===== src/rtl/multicycle_ctrl.sv =====
// ---------------------------------------------------------------------------
// multicycle_ctrl
//
// Multi-cycle sequencer for the RV32I core. Each instruction walks through
// FETCH -> DECODE -> EXEC -> (MEM) -> (WB) while this block drives the
// datapath control strobes, runs the req/ack handshakes to instruction and
// data memory, and counts retired instructions.
//
// Optional feature macro: ILLEGAL_TRAP_EN
//   defined   : an undefined opcode seen in DECODE sends the FSM to FAULT.
//   undefined : an undefined opcode retires as a NOP straight from DECODE.
//
// Parameters
//   WAIT_LIMIT  cycles a memory request may wait without ack before FAULT
//   CNT_W       width of the retired-instruction counter
//
// Ports
//   clk, rst         clock (rising edge), async active-high reset
//   opcode           instr[6:0] from the IR, valid from DECODE onward
//   branch_taken     ALU compare result, sampled in EXEC
//   imem_req/ack     instruction fetch handshake
//   dmem_req/we/ack  data access handshake (we=1 store, 0 load)
//   ir_load          IR load pulse
//   pc_write/pc_sel  PC update pulse and source (0 PC+4, 1 PC+imm, 2 rs1+imm)
//   alu_op/alu_src   ALU operation class and immediate-operand select
//   mem_read/write   load/store in progress
//   reg_write        register-file write pulse
//   jal/jalr         writeback selects PC+4 / JALR in flight
//   fault            sticky timeout (or illegal-opcode trap) flag
//   instret          retired-instruction count
// ---------------------------------------------------------------------------
module multicycle_ctrl #(
   parameter int WAIT_LIMIT = 15,
   parameter int CNT_W      = 32
) (
   input  logic             clk,
   input  logic             rst,
   input  logic [6:0]       opcode,
   input  logic             branch_taken,
   output logic             imem_req,
   input  logic             imem_ack,
   output logic             dmem_req,
   output logic             dmem_we,
   input  logic             dmem_ack,
   output logic             ir_load,
   output logic             pc_write,
   output logic [1:0]       pc_sel,
   output logic [1:0]       alu_op,
   output logic             alu_src,
   output logic             mem_read,
   output logic             mem_write,
   output logic             reg_write,
   output logic             jal,
   output logic             jalr,
   output logic             fault,
   output logic [CNT_W-1:0] instret
);

   typedef enum logic [2:0] {
      S_FETCH,
      S_DECODE,
      S_EXEC,
      S_MEM,
      S_WB,
      S_FAULT
   } state_t;

   typedef enum logic [2:0] {
      OP_ILL,
      OP_R,
      OP_I,
      OP_LOAD,
      OP_STORE,
      OP_BR,
      OP_JAL,
      OP_JALR
   } op_t;

   // The last cycle a request may go unanswered is the one where the counter
   // already holds WAIT_LIMIT-1; missing the ack there is the timeout.
   localparam logic [7:0] LIMIT_M1 = 8'(WAIT_LIMIT - 1);

   state_t     state;
   state_t     state_next;
   op_t        op_q;
   op_t        op_dec;
   logic [7:0] wait_cnt;
   logic       retire;

   // Classify the live opcode; only consumed in DECODE, where it is latched.
   always_comb begin
      op_dec = OP_ILL;
      case (opcode)
         7'b0110011: op_dec = OP_R;
         7'b0010011: op_dec = OP_I;
         7'b0000011: op_dec = OP_LOAD;
         7'b0100011: op_dec = OP_STORE;
         7'b1100011: op_dec = OP_BR;
         7'b1101111: op_dec = OP_JAL;
         7'b1100111: op_dec = OP_JALR;
         default:    op_dec = OP_ILL;
      endcase
   end

   // State register plus the opcode class captured in DECODE so later
   // states are independent of whatever the IR bus does afterwards.
   always_ff @(posedge clk or posedge rst) begin
      if (rst) begin
         state <= S_FETCH;
         op_q  <= OP_ILL;
      end else begin
         state <= state_next;
         if (state == S_DECODE)
            op_q <= op_dec;
      end
   end

   // Memory wait counter: restarts whenever the FSM changes state, so it is
   // zero on entry to FETCH or MEM, then counts every cycle spent waiting.
   always_ff @(posedge clk or posedge rst) begin
      if (rst)
         wait_cnt <= '0;
      else if (state_next != state)
         wait_cnt <= '0;
      else if (state == S_FETCH || state == S_MEM)
         wait_cnt <= wait_cnt + 8'd1;
   end

   // Retired-instruction counter; wraps silently at the top of its range.
   always_ff @(posedge clk or posedge rst) begin
      if (rst)
         instret <= '0;
      else if (retire)
         instret <= instret + CNT_W'(1);
   end

   // Next-state and strobe decode. Reset forces every output low at once so
   // an in-flight request drops without waiting for a clock edge. The
   // branch decision lives entirely in the EXEC arm below.
   always_comb begin
      state_next = state;
      retire     = 1'b0;
      imem_req   = 1'b0;
      dmem_req   = 1'b0;
      dmem_we    = 1'b0;
      ir_load    = 1'b0;
      pc_write   = 1'b0;
      pc_sel     = 2'd0;
      alu_op     = 2'b00;
      alu_src    = 1'b0;
      mem_read   = 1'b0;
      mem_write  = 1'b0;
      reg_write  = 1'b0;
      jal        = 1'b0;
      jalr       = 1'b0;
      fault      = 1'b0;
      if (!rst) begin
         case (state)
            S_FETCH: begin
               imem_req = 1'b1;
               if (imem_ack) begin
                  ir_load    = 1'b1;
                  state_next = S_DECODE;
               end else if (wait_cnt == LIMIT_M1) begin
                  state_next = S_FAULT;
               end
            end
            S_DECODE: begin
               if (op_dec == OP_ILL) begin
`ifdef ILLEGAL_TRAP_EN
                  state_next = S_FAULT;
`else
                  pc_write   = 1'b1;
                  retire     = 1'b1;
                  state_next = S_FETCH;
`endif
               end else begin
                  state_next = S_EXEC;
               end
            end
            S_EXEC: begin
               case (op_q)
                  OP_R: begin
                     alu_op     = 2'b10;
                     state_next = S_WB;
                  end
                  OP_I, OP_JALR: begin
                     alu_src    = 1'b1;
                     state_next = S_WB;
                  end
                  OP_LOAD, OP_STORE: begin
                     alu_src    = 1'b1;
                     state_next = S_MEM;
                  end
                  OP_JAL: begin
                     state_next = S_WB;
                  end
                  OP_BR: begin
                     alu_op     = 2'b01;
                     pc_write   = 1'b1;
                     pc_sel     = branch_taken ? 2'd1 : 2'd0;
                     retire     = 1'b1;
                     state_next = S_FETCH;
                  end
                  default: begin
                     state_next = S_FETCH;
                  end
               endcase
            end
            S_MEM: begin
               dmem_req  = 1'b1;
               dmem_we   = (op_q == OP_STORE);
               mem_read  = (op_q == OP_LOAD);
               mem_write = (op_q == OP_STORE);
               if (dmem_ack) begin
                  if (op_q == OP_STORE) begin
                     pc_write   = 1'b1;
                     retire     = 1'b1;
                     state_next = S_FETCH;
                  end else begin
                     state_next = S_WB;
                  end
               end else if (wait_cnt == LIMIT_M1) begin
                  state_next = S_FAULT;
               end
            end
            S_WB: begin
               reg_write  = 1'b1;
               jal        = (op_q == OP_JAL) || (op_q == OP_JALR);
               jalr       = (op_q == OP_JALR);
               pc_write   = 1'b1;
               pc_sel     = (op_q == OP_JAL)  ? 2'd1 :
                            (op_q == OP_JALR) ? 2'd2 : 2'd0;
               retire     = 1'b1;
               state_next = S_FETCH;
            end
            S_FAULT: begin
               fault = 1'b1;
            end
            default: begin
               state_next = S_FETCH;
            end
         endcase
      end
   end

endmodule


===== config.mk =====
export PLATFORM = sky130hd
export DESIGN_NAME = multicycle_ctrl
export DESIGN_NICKNAME = d
export VERILOG_FILES = /design/src/rtl/multicycle_ctrl.sv
export SDC_FILE = /design/constraint.sdc
export NUM_CORES = 1
export LEC_CHECK = 0
export ABC_CLOCK_PERIOD_IN_PS = 4200
export BUFFER_PORTS_ARGS = -buffer_cell sky130_fd_sc_hd__buf_2
export CORE_ASPECT_RATIO = 1.5
export CORE_MARGIN = 3
export CORE_UTILIZATION = 40
export CTS_BUF_LIST = sky130_fd_sc_hd__clkbuf_8
export DETAILED_ROUTE_END_ITERATION = 6
export GPL_TIMING_DRIVEN = 0
export SLEW_MARGIN = 0
export SYNTH_ARGS = -nofsm -noshare
export SYNTH_HDL_FRONTEND = slang
export SYNTH_SLANG_ARGS = --single-unit
export TNS_END_PERCENT = 100

===== constraint.sdc =====
create_clock -name clk -period 4.2 [get_ports clk]
set_clock_uncertainty 0.05 [all_clocks]
set_input_delay 0.42 -clock clk [delete_from_list [all_inputs] [get_ports clk]]
set_output_delay 0.42 -clock clk [all_outputs]
set_load 0.02 [all_outputs]

==> results of run 1 <==
cell type report:
type | instances | area (um^2) | area share (%)
inverter | 10 | 37.5 | 1.15
buffer | 18 | 75.1 | 2.29
timing repair buffer | 61 | 325 | 9.94
sequential | 46 | 1150 | 35.2
clock inverter | 2 | 8.76 | 0.267
clock buffer | 6 | 82.6 | 2.52
multi-input combinational | 229 | 1500 | 45.8
tap | 76 | 95.1 | 2.90
cell families (layout without fill, tap and decap cells):
group	count (synthesis)	after routing	share of synthesized area [%]
compound gates	43	43	12.0
xor+xnor	39	39	12.4
fa+ha+maj	3	3	1.36
buf+inv	28	97	4.08
flops	46	46	41.7
mux	1	1	0.408
simple gates	143	143	28.1
critical path, cell delays in order, from the launching register on:
cell and delay (ns):
dfrtp_1 0.33, clkbuf_1 0.29, clkbuf_1 0.41, clkbuf_1 0.39, inv_1 0.17, a41oi_1 0.18, nor4_1 0.06, buf_2 0.18
final timing paths:
check / startpoint / end / slack (ns) / depth (start not counted)
worst min register to register: instret[5] / instret[5] / 0.44 / 1
worst max register to register: state[2] / wait_cnt[7] / 1.83 / 7
worst min-delay path: opcode[3] / op_q[0] / 0.31 / 2
worst max-delay path: state[2] / pc_sel[0] / 1.41 / 7
min in group asynchronous: rst / wait_cnt[7] / 0.55 / 3
max in group asynchronous: rst / instret[9] / 3.09 / 4
registers in the layout, indices dropped and copies added (netlist names):
signal,cells
state,3
op_q,3
wait_cnt,8
instret,32
cell usage in the layout, fill, tap and decap left out, types with 7 or more instances in the layout:
cell type   n
nand2_1    25
and3_1      7
nand4_1     8
clkbuf_1   14
nor4_1     13
nor3_1     18
nand3_1    21
buf_2      62
xor2_1     33
a211oi_1    7
nor2_1     18
dfrtp_1    46
inv_1      10
where the power goes:
group | internal (mW) | total [mW] | switching, mW
combinational | 0.129 | 0.386 | 0.258
sequential | 0.485 | 0.530 | 0.0452
clock | 0.130 | 0.274 | 0.143
metrics by stage:
stage / total power [mW] / worst slack (ns) / util [%] / hold slack [ns] / std cells
final: 1.19 / 1.41 / 49.5 / 0.309 / 448
after global placement: 0.922 / 0.913 / 47.6 / 0.422 / 438
after floorplan: 0.804 / 1.84 / - / 0.468 / 303
after global routing: 1.27 / 1.15 / 49.5 / 0.317 / 448
after CTS: 1.21 / 1.41 / 49.5 / 0.302 / 448
after detailed placement: 0.929 / 1.76 / 47.9 / 0.325 / 439
repair_timing:
item                      4_1_cts  5_1_grt
hold buffers                    1        0
hold endpoints to repair        3        0
gates resized for setup         0        0
routing by layer:
layer / wire (um) / up-vias / track usage (%)
met4: 257 / 0 / 8.81
met1: 2800 / 1212 / 22.5
met5: 0 / - / 0
li1: - / 1228 / -
met3: 374 / 21 / 3.46
met2: 3550 / 93 / 32.9
==> reports/metrics.yaml, run 1 <==
status: "finished, final reports clean"
cts_tree: "yes"
crit_path_max_fanout: 10
post_cts_buffers: 0
final_max_slew_viol_count: 0
start_kind: "flip-flop"
grt_usage_pct: 19.2
gp_congestion: 0.855
critPathRequiredTime_ns: 3.73
drt-wirelength-per-cell_um: 15.6
ios: 60
synth_top_area_cell: "dfrtp_1"
syn_area_per_cell_um2: 9.12
synth_commonest_cells: "46 x dfrtp_1, 33 x xor2_1, 25 x nand2_1, 21 x nand3_1"
syn_inst: 303
ys.flop_type: "dfrtp_1"
clock_path_buffers: 2
antenna_found_initial: 0
wl_mm: 6.98
dpl_cell_area_um2: 3170
die_w_um: 73.9
nets: 386
synth.area.top_cells: "dfrtp_1 42%, xor2_1 10%, nand3_1 3.8%"
finalHoldViolCount: 0
chipHeight_um: 108
syn_nets: 318
synth_cell_types: 55
vias: 2554
design_area_um2: 3270
drive_gt1_share_pct: 20.7
synth_edf_count: 0
grt_start_max_net_pins: 43
coreArea_um2: 6620
yosysSeqAreaShare_pct: 41.7
htree_levels: 2
dieArea_um2: 7960
grt_pass1_vias: 2586
tightest_slew_ns: 0.924
clock_latency_ns: 0.29
powerDensity_nw_per_um2: 363
first_pass_iters: 5
via_per_inst: 5.70
dr.first_iter.drc_count: 164
syn_area_um2: 2760
drv_cap: 0
ys_ff_latch: 46
io_buffers: 59
grt_pass1_wl_mm: 12.1
setup_tns_ns: 0
worstSetupEndpointType: "output pin"
period_needed_ns: 2.79
fin_crit_sh_pct: 66.3
grt-ovfl-total: 0
rsz0062_at_grt: "no"
p_leak_nw: 1.66
area_delta_synth_final_pct: 18.5
max_freq_mhz: 359
num_antenna_cells: 0
start_util_pct: 41.7
ys_warn_count: 0
ir_drop_uv: 164
cts_sinks: 46
antenna_left: 0
hold_class: "input port to flip-flop"
synth_most_common_cell: "dfrtp_1"
route.detailed.drc: 0
root_buffer: "clkbuf_8"
setup-violations-final: 0
rows: 36
worstPathArrival_ns: 2.32
synthArstFlopShare_pct: 100
fill_cells: 642
cts_made_buffers: 5
clk_pin_slew_ns: 0.08
dp_hpwl_mm: 5.22
synth.top_cell.area_share_pct: 41.7
worst-setup-path-type: "flip-flop to output pin"
relSlewSlack_pct: 38.1
No activity file was read; power rests on OpenSTA's default activity.
==> run 2, diff against run 1 <==
--- a/config.mk
+++ b/config.mk
@@ -5,7 +5,8 @@
 export SDC_FILE = /design/constraint.sdc
 export NUM_CORES = 1
 export LEC_CHECK = 0
-export ABC_CLOCK_PERIOD_IN_PS = 4200
+export ABC_AREA = 1
+export ABC_CLOCK_PERIOD_IN_PS = 2630
 export BUFFER_PORTS_ARGS = -buffer_cell sky130_fd_sc_hd__buf_2
 export CORE_ASPECT_RATIO = 1.5
 export CORE_MARGIN = 3
==> constraint.sdc (replaced) <==
create_clock -name clk -period 2.63 [get_ports clk]
set_clock_uncertainty 0.05 [all_clocks]
set_input_delay 0.263 -clock clk [delete_from_list [all_inputs] [get_ports clk]]
set_output_delay 0.263 -clock clk [all_outputs]
set_load 0.02 [all_outputs]
==> reports/metrics.yaml, run 2 <==
wl_mm: 8.39
grt_pass1_vias: 3051
synth_edf_count: 0
rsz0062_at_grt: "no"
start_util_pct: 41.9
grt_start_max_net_pins: 56
finalHoldViolCount: 0
design_area_um2: 3600
powerDensity_nw_per_um2: 725
utilization_pct: 49.2
ys.flop_type: "dfrtp_1"
cts_tree: "yes"
dp.cells: 600
cp_slowest_cell: "dfrtp_1"
syn_area_um2: 3070
ys_warn_count: 0
cpPeakStageDelay_ns: 0.49
synth.area.top_cells: "dfrtp_1 38%, nand2_1 16%, xor2_1 7.4%"
status: "finished, final reports clean"
cts_sinks: 46
area_delta_synth_final_pct: 17.4
cts-hold-fix-buffers: 0
tightest_slew_ns: 0.711
syn_area_per_cell_um2: 6.94
route.detailed.drc: 0
grt_usage_pct: 20.5
finalPower_mw: 2.61
most-common-layout-cells: "133 x nand2_1, 61 x buf_2, 58 x nor2_1, 46 x dfrtp_1, 41 x inv_1"
via_per_inst: 5.04
ios: 60
synth_cell_types: 31
synth.top_cell.area_share_pct: 37.5
io_buffers: 58
fin_crit_sh_pct: 92.7
post_cts_buffers: 0
rows: 38
setup-violations-final: 0
chipHeight_um: 113
first_pass_iters: 6
grt_pass1_wl_mm: 14.3
crit_path_max_fanout: 10
drive_gt1_share_pct: 17.5
yosysSeqAreaShare_pct: 37.5
synth_commonest_cells: "133 x nand2_1, 58 x nor2_1, 46 x dfrtp_1, 41 x inv_1, 28 x nor3_1"
worstSetupEndpointType: "output pin"
setup_tns_ns: 0
nets: 522
largest_register_ff_count: 32
fill_cells: 794
antenna_found_initial: 0
clk_pin_slew_ns: 0.09
num_antenna_cells: 0
reg_top3: "instret: 32 flops, wait_cnt: 8 flops"
dieArea_um2: 8770
worstPathArrival_ns: 2.12
period_needed_ns: 2.44
layout_commonest_cell: "nand2_1"
hold_class: "input port to asynchronous set/reset pin"
start_kind: "flip-flop"
fin_cells: 608
place_ws_ns: -0.00967
root_buffer: "clkbuf_8"
gp_congestion: 0.965
clock_path_buffers: 2
dr.first_iter.drc_count: 117
antenna_left: 0
grt-ovfl-total: 0
max_freq_mhz: 410
syn_inst: 442
synthArstFlopShare_pct: 100
syn_nets: 457
drv_cap: 0
dp_hpwl_mm: 6.59
drt-wirelength-per-cell_um: 13.8
clock_latency_ns: 0.32
synth_most_common_cell: "nand2_1"
ys_ff_latch: 46
critPathRequiredTime_ns: 2.32
layout_setup_ws_ns: 0.192
p_leak_nw: 1.83
synth_top_area_cell: "dfrtp_1"
worst-setup-path-type: "flip-flop to output pin"
coreArea_um2: 7320
relSlewSlack_pct: 52.6
dpl_cell_area_um2: 3480
ir_drop_uv: 414
cp_cell_sequence: "inv_2 > nor3_1 > nor3_2 > o21ai_2 > nand2_2 > inv_4 > buf_4 > buf_2"
vias: 3067
regMostFlops: "instret"
whs_ns: 0.278
die_w_um: 77.5
final_max_slew_viol_count: 0
htree_levels: 2
cts_made_buffers: 5
-- run 2: power breakdown --
group	internal [mW]	switching (mW)	leakage (nW)
Combinational	0.338	0.703	1.16
Sequential	0.852	0.171	0.624
Clock	0.283	0.264	0.0504
Total	1.47	1.14	1.83
-- run 2: worst paths after layout --
kind	cells past startpoint	to	slack, ns	from
worst max-delay path	8	pc_write	0.19	state[2]
worst min-delay path	3	instret[7]	0.28	rst
worst max register to register	7	instret[23]	0.72	instret[0]
worst min register to register	2	instret[31]	0.48	instret[31]
max in group asynchronous	3	instret[26]	1.78	rst
min in group clk	4	state[0]	0.34	rst
-- run 2: critical path: cells and delay by family, from the launching register on --
family | cells | cell delay, ns
and+or+nand+nor | 3 | 0.65
buffers and inverters | 4 | 0.58
DFF | 1 | 0.49
AOI/OAI and AO/OA | 1 | 0.09
-- run 2: routing by layer --
layer  vias up  track usage [%]  routed length, um
met2       111             38.1               4330
met5         -                0                  0
met3        29             3.34                476
met1      1386             21.8               3190
li1       1541                -                  -
met4         0             11.3                389
-- run 2: final cells by class --
cell class	count	area, um^2	share of cell area (%)
plain buffers	10	75.1	2.09
multi-input cells	341	1670	46.5
clock buffers	5	68.8	1.91
well taps	100	125	3.48
flip-flops and latches	46	1150	32.0
inverters	45	171	4.76
clock inverters	3	45.0	1.25
repair buffers	58	290	8.06
-- run 2: logic make-up (layout without fill, tap and decap cells) --
| family | count (synthesis) | after routing | synth area share (%) |
|---|---|---|---|
| compound gates | 42 | 42 | 7.26 |
| xor+xnor | 33 | 33 | 9.42 |
| fa+ha+maj | 3 | 3 | 1.22 |
| buf+inv | 55 | 121 | 7.92 |
| flops | 46 | 46 | 37.5 |
| simple gates | 263 | 263 | 36.6 |
-- run 2: timing repair --
action | CTS | global route
gates resized for setup | 1 | 0
endpoints found under the hold margin | 0 | 0
setup endpoints to repair | 2 | 0
